--- config.mk ---
export PLATFORM = sky130hd
export DESIGN_NAME = core_mem_arbiter
export DESIGN_NICKNAME = d
export VERILOG_FILES = /design/src/rtl/core_mem_arbiter.sv
export SDC_FILE = /design/constraint.sdc
export NUM_CORES = 1
export LEC_CHECK = 0
export ABC_AREA = 1
export BUFFER_PORTS_ARGS = -buffer_cell sky130_fd_sc_hd__buf_2
export CAP_MARGIN = 10
export CORE_AREA = 2 2 109 111
export DETAILED_ROUTE_END_ITERATION = 16
export DIE_AREA = 0 0 111 113
export GPL_TIMING_DRIVEN = 0
export PLACE_DENSITY_LB_ADDON = 0.2
export SETUP_SLACK_MARGIN = 0.2
export SYNTH_ARGS = -nofsm -noshare
export SYNTH_HDL_FRONTEND = slang
export SYNTH_SLANG_ARGS = --single-unit
--- constraint.sdc ---
create_clock -name clk -period 2.4 [get_ports clk]
set_clock_uncertainty 0.1 [all_clocks]
set_input_delay 0.36 -clock clk [delete_from_list [all_inputs] [get_ports clk]]
set_output_delay 0.36 -clock clk [all_outputs]
set_load 0.05 [all_outputs]
--- src/rtl/core_mem_arbiter.sv ---
// Round-robin arbiter sharing the single-port data SRAM between the core M-stage port and the
// host port. Fixed Idle/Cmd/Resp sequence with RV32 store lane steering and load extension.
module core_mem_arbiter #(
  parameter int unsigned MEM_ADDR_WIDTH = 8
) (
  input  logic                      clk,
  input  logic                      rst,
  // core port
  input  logic                      i_core_req,
  input  logic                      i_core_we,
  input  logic [2:0]                i_core_funct3,
  input  logic [31:0]               i_core_addr,
  input  logic [31:0]               i_core_wdata,
  output logic [31:0]               o_core_rdata,
  output logic                      o_core_stall,
  output logic                      o_core_err,
  // host port
  input  logic                      i_host_req,
  input  logic                      i_host_we,
  input  logic [31:0]               i_host_addr,
  input  logic [31:0]               i_host_wdata,
  output logic [31:0]               o_host_rdata,
  output logic                      o_host_ack,
  // SRAM port
  output logic                      o_mem_en,
  output logic [3:0]                o_mem_we,
  output logic [MEM_ADDR_WIDTH-1:0] o_mem_addr,
  output logic [31:0]               o_mem_wdata,
  input  logic [31:0]               i_mem_rdata
);

  localparam int unsigned AddrLsbW = MEM_ADDR_WIDTH + 2;

  localparam logic OwnerCore = 1'b0;
  localparam logic OwnerHost = 1'b1;

  typedef enum logic [1:0] {StIdle, StCmd, StResp} state_e;

  state_e                state_q, state_d;
  // Holds the previous grant; during Cmd/Resp it is also the owner of the running access.
  logic                  last_owner_q, last_owner_d;
  logic                  we_q, we_d;
  logic [2:0]            funct3_q, funct3_d;
  logic [AddrLsbW-1:0]   addr_q, addr_d;
  logic [31:0]           wdata_q, wdata_d;

  logic                  grant_valid;
  logic                  grant_host;
  logic [1:0]            lane;
  logic                  misaligned;
  logic [3:0]            st_mask;
  logic [31:0]           st_wdata;
  logic [7:0]            ld_byte;
  logic [15:0]           ld_half;
  logic [31:0]           ld_data;

  logic                  unused_addr_bits;
  assign unused_addr_bits = ^{i_core_addr[31:AddrLsbW], i_host_addr[31:AddrLsbW],
                              i_host_addr[1:0]};

  // Arbitration: on a tie the requester that did not win last time is granted.
  always_comb begin
    grant_valid = i_core_req | i_host_req;
    if (i_core_req && i_host_req) begin
      grant_host = (last_owner_q == OwnerCore);
    end else begin
      grant_host = i_host_req;
    end
  end

  // State register
  always_ff @(posedge clk or negedge rst) begin
    if (!rst) begin
      state_q <= StIdle;
    end else begin
      state_q <= state_d;
    end
  end

  // Next-state logic
  always_comb begin
    state_d = state_q;
    unique case (state_q)
      StIdle:  if (grant_valid) state_d = StCmd;
      StCmd:   state_d = StResp;
      StResp:  state_d = StIdle;
      default: state_d = StIdle;
    endcase
  end

  // Payload capture at the grant edge
  always_comb begin
    last_owner_d = last_owner_q;
    we_d         = we_q;
    funct3_d     = funct3_q;
    addr_d       = addr_q;
    wdata_d      = wdata_q;
    if (state_q == StIdle && grant_valid) begin
      last_owner_d = grant_host;
      if (grant_host) begin
        we_d     = i_host_we;
        funct3_d = 3'b010;
        addr_d   = {i_host_addr[AddrLsbW-1:2], 2'b00};
        wdata_d  = i_host_wdata;
      end else begin
        we_d     = i_core_we;
        funct3_d = i_core_funct3;
        addr_d   = i_core_addr[AddrLsbW-1:0];
        wdata_d  = i_core_wdata;
      end
    end
  end

  always_ff @(posedge clk or negedge rst) begin
    if (!rst) begin
      last_owner_q <= OwnerHost;
      we_q         <= 1'b0;
      funct3_q     <= 3'b000;
      addr_q       <= '0;
      wdata_q      <= 32'h0;
    end else begin
      last_owner_q <= last_owner_d;
      we_q         <= we_d;
      funct3_q     <= funct3_d;
      addr_q       <= addr_d;
      wdata_q      <= wdata_d;
    end
  end

  assign lane = addr_q[1:0];

  always_comb begin
    misaligned = 1'b0;
    if (last_owner_q == OwnerCore) begin
      case (funct3_q)
        3'b001, 3'b101: misaligned = addr_q[0];
        3'b010:         misaligned = |addr_q[1:0];
        default:        misaligned = 1'b0;
      endcase
    end
  end

  // Store lane steering: data replicated across lanes, mask selects the bytes written.
  always_comb begin
    st_mask  = 4'b0000;
    st_wdata = wdata_q;
    if (last_owner_q == OwnerHost) begin
      st_mask = 4'b1111;
    end else begin
      case (funct3_q)
        3'b000: begin
          st_mask  = 4'b0001 << lane;
          st_wdata = {4{wdata_q[7:0]}};
        end
        3'b001: begin
          st_mask  = 4'b0011 << lane;
          st_wdata = {2{wdata_q[15:0]}};
        end
        3'b010:  st_mask = 4'b1111;
        default: st_mask = 4'b0000;
      endcase
    end
  end

  // Load formatting
  always_comb begin
    case (lane)
      2'd0:    ld_byte = i_mem_rdata[7:0];
      2'd1:    ld_byte = i_mem_rdata[15:8];
      2'd2:    ld_byte = i_mem_rdata[23:16];
      default: ld_byte = i_mem_rdata[31:24];
    endcase
    ld_half = lane[1] ? i_mem_rdata[31:16] : i_mem_rdata[15:0];
    case (funct3_q)
      3'b000:  ld_data = {{24{ld_byte[7]}}, ld_byte};
      3'b001:  ld_data = {{16{ld_half[15]}}, ld_half};
      3'b010:  ld_data = i_mem_rdata;
      3'b100:  ld_data = {24'h0, ld_byte};
      3'b101:  ld_data = {16'h0, ld_half};
      default: ld_data = 32'h0;
    endcase
  end

  // Output logic
  always_comb begin
    o_mem_en     = 1'b0;
    o_mem_we     = 4'b0000;
    o_mem_addr   = '0;
    o_mem_wdata  = 32'h0;
    o_core_rdata = 32'h0;
    o_core_err   = 1'b0;
    o_host_rdata = 32'h0;
    o_host_ack   = 1'b0;
    unique case (state_q)
      StCmd: begin
        o_mem_en    = ~misaligned;
        o_mem_we    = (we_q && !misaligned) ? st_mask : 4'b0000;
        o_mem_addr  = addr_q[AddrLsbW-1:2];
        o_mem_wdata = st_wdata;
      end
      StResp: begin
        if (last_owner_q == OwnerHost) begin
          o_host_ack   = 1'b1;
          o_host_rdata = i_mem_rdata;
        end else begin
          o_core_err   = misaligned;
          o_core_rdata = misaligned ? 32'h0 : ld_data;
        end
      end
      default: ;
    endcase
  end

  // Combinational so the core stalls in the very cycle it raises a request.
  assign o_core_stall = i_core_req & ~(state_q == StResp && last_owner_q == OwnerCore);

endmodule

After elaboration in Yosys (flattened, before gate mapping)
Index checks and enable logic that the tools add are counted.

storage, ports and cells
  flip-flop bits (word level) = 49
  input bits = 169
  output and inout bits = 112

cells by class
  eq/ne operators = 9
  shift-type cells = 2
  multiplexer cells = 30
  bitwise operators = 5
  reductions and logical operators = 10

operators with widths
  cell                   count
  $mux W32               8
  $pmux W32 S5           1
  $pmux W32 S2           1
  $pmux W8 S3            1
  $mux W16               1
  $mux W4                3
  $pmux W4 S3            1
  $mux W10               1
  $mux W1                8
  $mux W8                1
  $eq A3 B3 Y1 const B   2
  $eq A2 B1 Y1 const B   2
  $eq A2 B2 Y1 const B   2
  $logic_and A1 B1 Y1    4
  $logic_not A2 Y1       2
  $pmux W2 S2            1
  $reduce_or A2 Y1       2
  $shl A1 B2 Y4 const A  1
  $shl A2 B2 Y4 const A  1
  $eq A3 B1 Y1 const B   1
  $eq A3 B2 Y1 const B   1
  $logic_not A3 Y1       1
  $mux W3                1
  $not A1 Y1             3
  6 further kinds        6

Logic depth before layout (Yosys ltp)
  word-level depth = 8
  mapped depth = 9

Worst setup path after synthesis
No wires, ideal clock.

  path type = register to output
  start point = register last_owner_q
  end point = output o_host_rdata[10]
  data arrival time = 2.420 ns
  setup slack = -0.480 ns
  cell stages (with the launch flop) = 6
  path buffers = 1
  cell sequence = dfstp_2 > inv_1 > nor2_1 > inv_1 > clkbuf_1 > nor2_1

between the ends
  word-level cells in the longest chain between the ends = 2

RTL lines
  element                 RTL line  RTL
  from (decl)             41        logic last_owner_q, last_owner_d;
  from (signal assigned)  116       last_owner_q <= OwnerHost;
  from (signal assigned)  122       last_owner_q <= last_owner_d;
  $mux W32                202       if (last_owner_q == OwnerHost) begin
  $mux W32                194       unique case (state_q)
  to (decl)               22        output logic [31:0] o_host_rdata,

Every way passes these cells.

Final worst setup path
  start point = register funct3_q[2]
  end point = output o_core_rdata[27]

between the ends
  word-level cells in the longest chain between the ends = 7
  elaborated cells on any way between the ends = 12

RTL lines
  element                                              RTL line  RTL
  from (decl)                                          43        logic [2:0] funct3_q, funct3_d;
  from (signal assigned)                               124       funct3_q <= funct3_d;
  $eq A3 B1 Y1 / $eq A3 B3 Y1 (equally long branches)  135, 174
  $reduce_or A2 Y1                                     135       case (funct3_q)
  $pmux W1 S2                                          135
  $mux W1                                              134       if (last_owner_q == OwnerCore) begin
  $mux W32 (*)                                         207       o_core_rdata = misaligned ? 32'h0 : ld_data;
  $mux W32 (*)                                         202
  $mux W32 (*)                                         194
  to (decl)                                            14        output logic [31:0] o_core_rdata,

Every way passes the cells marked *; elsewhere a longest branch is shown, timed or not.

==> out/results.tsv <==
stage	metric	value	unit
status	status	completed	
synthesis	synth_nets	873	
synthesis	ys_seq_area_share	30.44	%
grt	grt_max_degree	50	
synthesis	async_reset_ff_share	100.0	%
cells_and_area	drive_above_1_share	45.56	%
grt	grt_antenna_before_repair	0	
clock_network	cts_buffers	5	
synthesis	syn_area	0.004033	mm²
floorplanning	die_w	111	µm
floorplanning	num_rows	39	
sta	hold_slack	170.6	ps
floorplanning	io_pins	281	
power_and_ir_drop	p_sw	6.315	mW
critical_path	path_class	reg -> out	
routing	drt_wl_total	19.18	mm
power_and_ir_drop	cellLeakagePower	3.668	nW
power_and_ir_drop	power	10.96	mW
routing	drtIter0Drc	472	
hold_path	min-delay-start	i_core_funct3[2]	
synthesis	ys.flop_type	dfrtp_1	
sta	max-slew-margin-rel	61.33	%
floorplanning	dieArea	0.01254	mm²
sta	hold_viol	0	
place	numPortBuffers	234	
cells_and_area	fin_area	0.007493	mm²
place	place.gp.congestion	0.9088	
cells_and_area	layout.cells.non_filler	1133	
sta	grt_setup_unrepaired	true	
synthesis	synth_edf_count	0	
power_and_ir_drop	intPower	4.641	mW
hold_path	worstHoldEndpoint	funct3_q[2]	
place	post-place-ws	-123.3	ps
sta	min_period_over_period	98.52	%
clock_network	insertion_delay	290	ps
cells_and_area	insertedDiodeCount	0	
power_and_ir_drop	clockPowerShare	6.5	%
critical_path	r2r_end	funct3_q[1]	
routing	vias_per_cell	5.154	
hold_path	whs_path_depth	3	
sta	slew_viol_final	0	
sta	setup_viol	0	
job	cap_violations	0	
critical_path	crit_fanout	10	
cells_and_area	multi_input_area	0.003040	mm²
floorplanning	die_y	113	µm
power_and_ir_drop	power_density	1462	mW/mm²
floorplanning	start_util	35.78	%
synthesis	synth_cell_types	21	
routing	vias	5839	
clock_network	htreeDepth	2	
critical_path	cp.arrival	1900	ps
cells_and_area	syn_to_final_growth	85.82	%
critical_path	end_kind	output port	
critical_path	cp.required	1940	ps
critical_path	r2r_slack	360	ps
floorplanning	fp.coreArea	0.01127	mm²
critical_path	start_kind	flip-flop	
grt	grt_pass1_wl	29.19	mm
place	placed_cell_area	0.005705	mm²
cells_and_area	fillCellCount	1000	
cells_and_area	final_util	66.48	%
clock_network	clockBufferDepth	2	
sta	fmaxAchievable	422.9	MHz
routing	wl_per_cell	16.93	µm
synthesis	syn_inst	704	
grt	gr-total-overflow	0	
place	dp_hpwl	13.10	mm
hold_path	hold_class	in -> reg	
cells_and_area	nets	1158	
synthesis	yosysWarnings	0	
routing	firstDrtPassIters	5	
clock_network	cts_root_buffer	clkbuf_16	
sta	worst_slew_pin_slew	580.1	ps
grt	grt_pass1_vias	5824	
routing	drc	0	
clock_network	cts_tree	yes	
critical_path	ff2ff_path_depth	7	
sta	setup_tns	0	ps
sta	period_needed	2365	ps
cells_and_area	seqCellArea	0.001232	mm²
grt	grt_use_total	28.83	%
clock_network	clk_pin_slew	70	ps
critical_path	r2r-start	last_owner_q	
place	placedCellCount	1081	
power_and_ir_drop	sw_frac_of_total	57.64	%
synthesis	synth_seq_cells	49	
power_and_ir_drop	pwr-share-seq	15.0	%
power_and_ir_drop	p_comb_share	78.6	%
sta	fin_ws	35.40	ps
power_and_ir_drop	vdd.ir_drop.worst	0.8664	mV
routing	drtAntennaViolNets	0	
synthesis	synth_area_per_cell	5.728	µm²
clock_network	clock-sinks	49	
## cell type report
cell class | count | share of cell area, %
clock buffer | 7 | 1.770
clock inverter | 1 | 0.1002
sequential | 49 | 16.45
timing repair buffer | 278 | 29.05
inverter | 89 | 4.675
multi-input combinational | 523 | 40.57
buffer | 43 | 4.992
tap | 143 | 2.388
## critical path, cell delays in order (launching register included)
cell	delay (ps)
dfrtp_2	480
nor2_4	200
nand2_4	100
buf_2	200
nor2_1	170
nor2_1	110
a21oi_4	170
buf_6	170
## how the worst max path moves through the flow
stage | from | to | slack (ps)
floorplan | addr_q[1] | o_core_rdata[11] | 10
global placement | funct3_q[2] | o_mem_wdata[15] | -100
detailed placement | funct3_q[2] | o_mem_wdata[15] | -120
CTS | funct3_q[0] | o_core_rdata[9] | 130
global route | funct3_q[0] | o_core_rdata[14] | -10
finish | funct3_q[2] | o_core_rdata[27] | 40
## sequential cells by signal (all words and copies together) (netlist names)
signal        cells
we_q              1
addr_q           10
last_owner_q      1
wdata_q          32
state_q           2
funct3_q          3
## kinds of logic (layout without fill, tap and decap cells)
family | after synthesis | count (layout) | share of synthesized area [%]
flip-flops | 49 | 49 | 30.44
AND/OR/NAND/NOR | 346 | 346 | 33.88
buffers and inverters | 132 | 418 | 13.00
AO/OA/AOI/OAI | 177 | 177 | 22.68
## synthesized netlist by cell type, types with 2 or more instances
cell,instances,area (µm²)
nand3_1,33,165.2
nor2_1,172,645.6
o21ai_0,104,520.5
nor2_2,2,12.51
buf_4,2,15.01
inv_2,2,7.510
dfrtp_1,48,1201
nand2_1,136,510.5
o22ai_1,20,125.1
clkbuf_1,19,71.32
inv_1,87,326.6
a21oi_1,51,255.2
buf_1,5,18.77
buf_2,16,80.08
## layout by cell type (no fill, tap or decap), types with 2 or more instances in the layout
cell	count
nor2_1	116
buf_12	6
buf_8	9
buf_4	46
a21oi_2	20
a21oi_4	16
o21ai_0	88
nand2_2	7
inv_2	6
buf_6	92
nand2_8	3
clkinvlp_4	2
o22ai_1	20
dfrtp_2	4
buf_2	141
nand2_1	121
nand3_1	30
inv_4	3
nand3_2	2
dfrtp_1	44
o21ai_2	8
nor2_2	19
nand2_4	5
inv_1	78
a21oi_1	16
nand3_4	2
o21ai_1	9
clkbuf_1	16
nor2_4	40
clkbuf_4	7
clkbuf_16	8
## routing by layer
metal	vias up	part of all wire, %	global-route usage, %
met3	57	7.0	4.928
li1	2814	-	-
met4	0	3.6	11.83
met2	282	51	53.46
met1	2686	39	32.91
met5	-	0	0
## power groups by stage
stage,clock network [mW],logic (mW),registers [mW]
3_3_place_gp,0,6.18,1.56
4_1_cts,0.712,7.86,1.61
2_1_floorplan,0,4.71,1.47
3_5_place_dp,0,6.20,1.57
5_1_grt,0.744,9.16,1.68
6_report,0.711,8.61,1.64
## what timing repair did
action,CTS,global route
buffers inserted,25,9
cloned,7,1
gates resized for setup,291,105
hold buffers,0,1
setup endpoints to repair,108,103
pin swaps,36,26
hold endpoints to repair,0,11
Note: power is estimated with default switching activity, not from simulation.
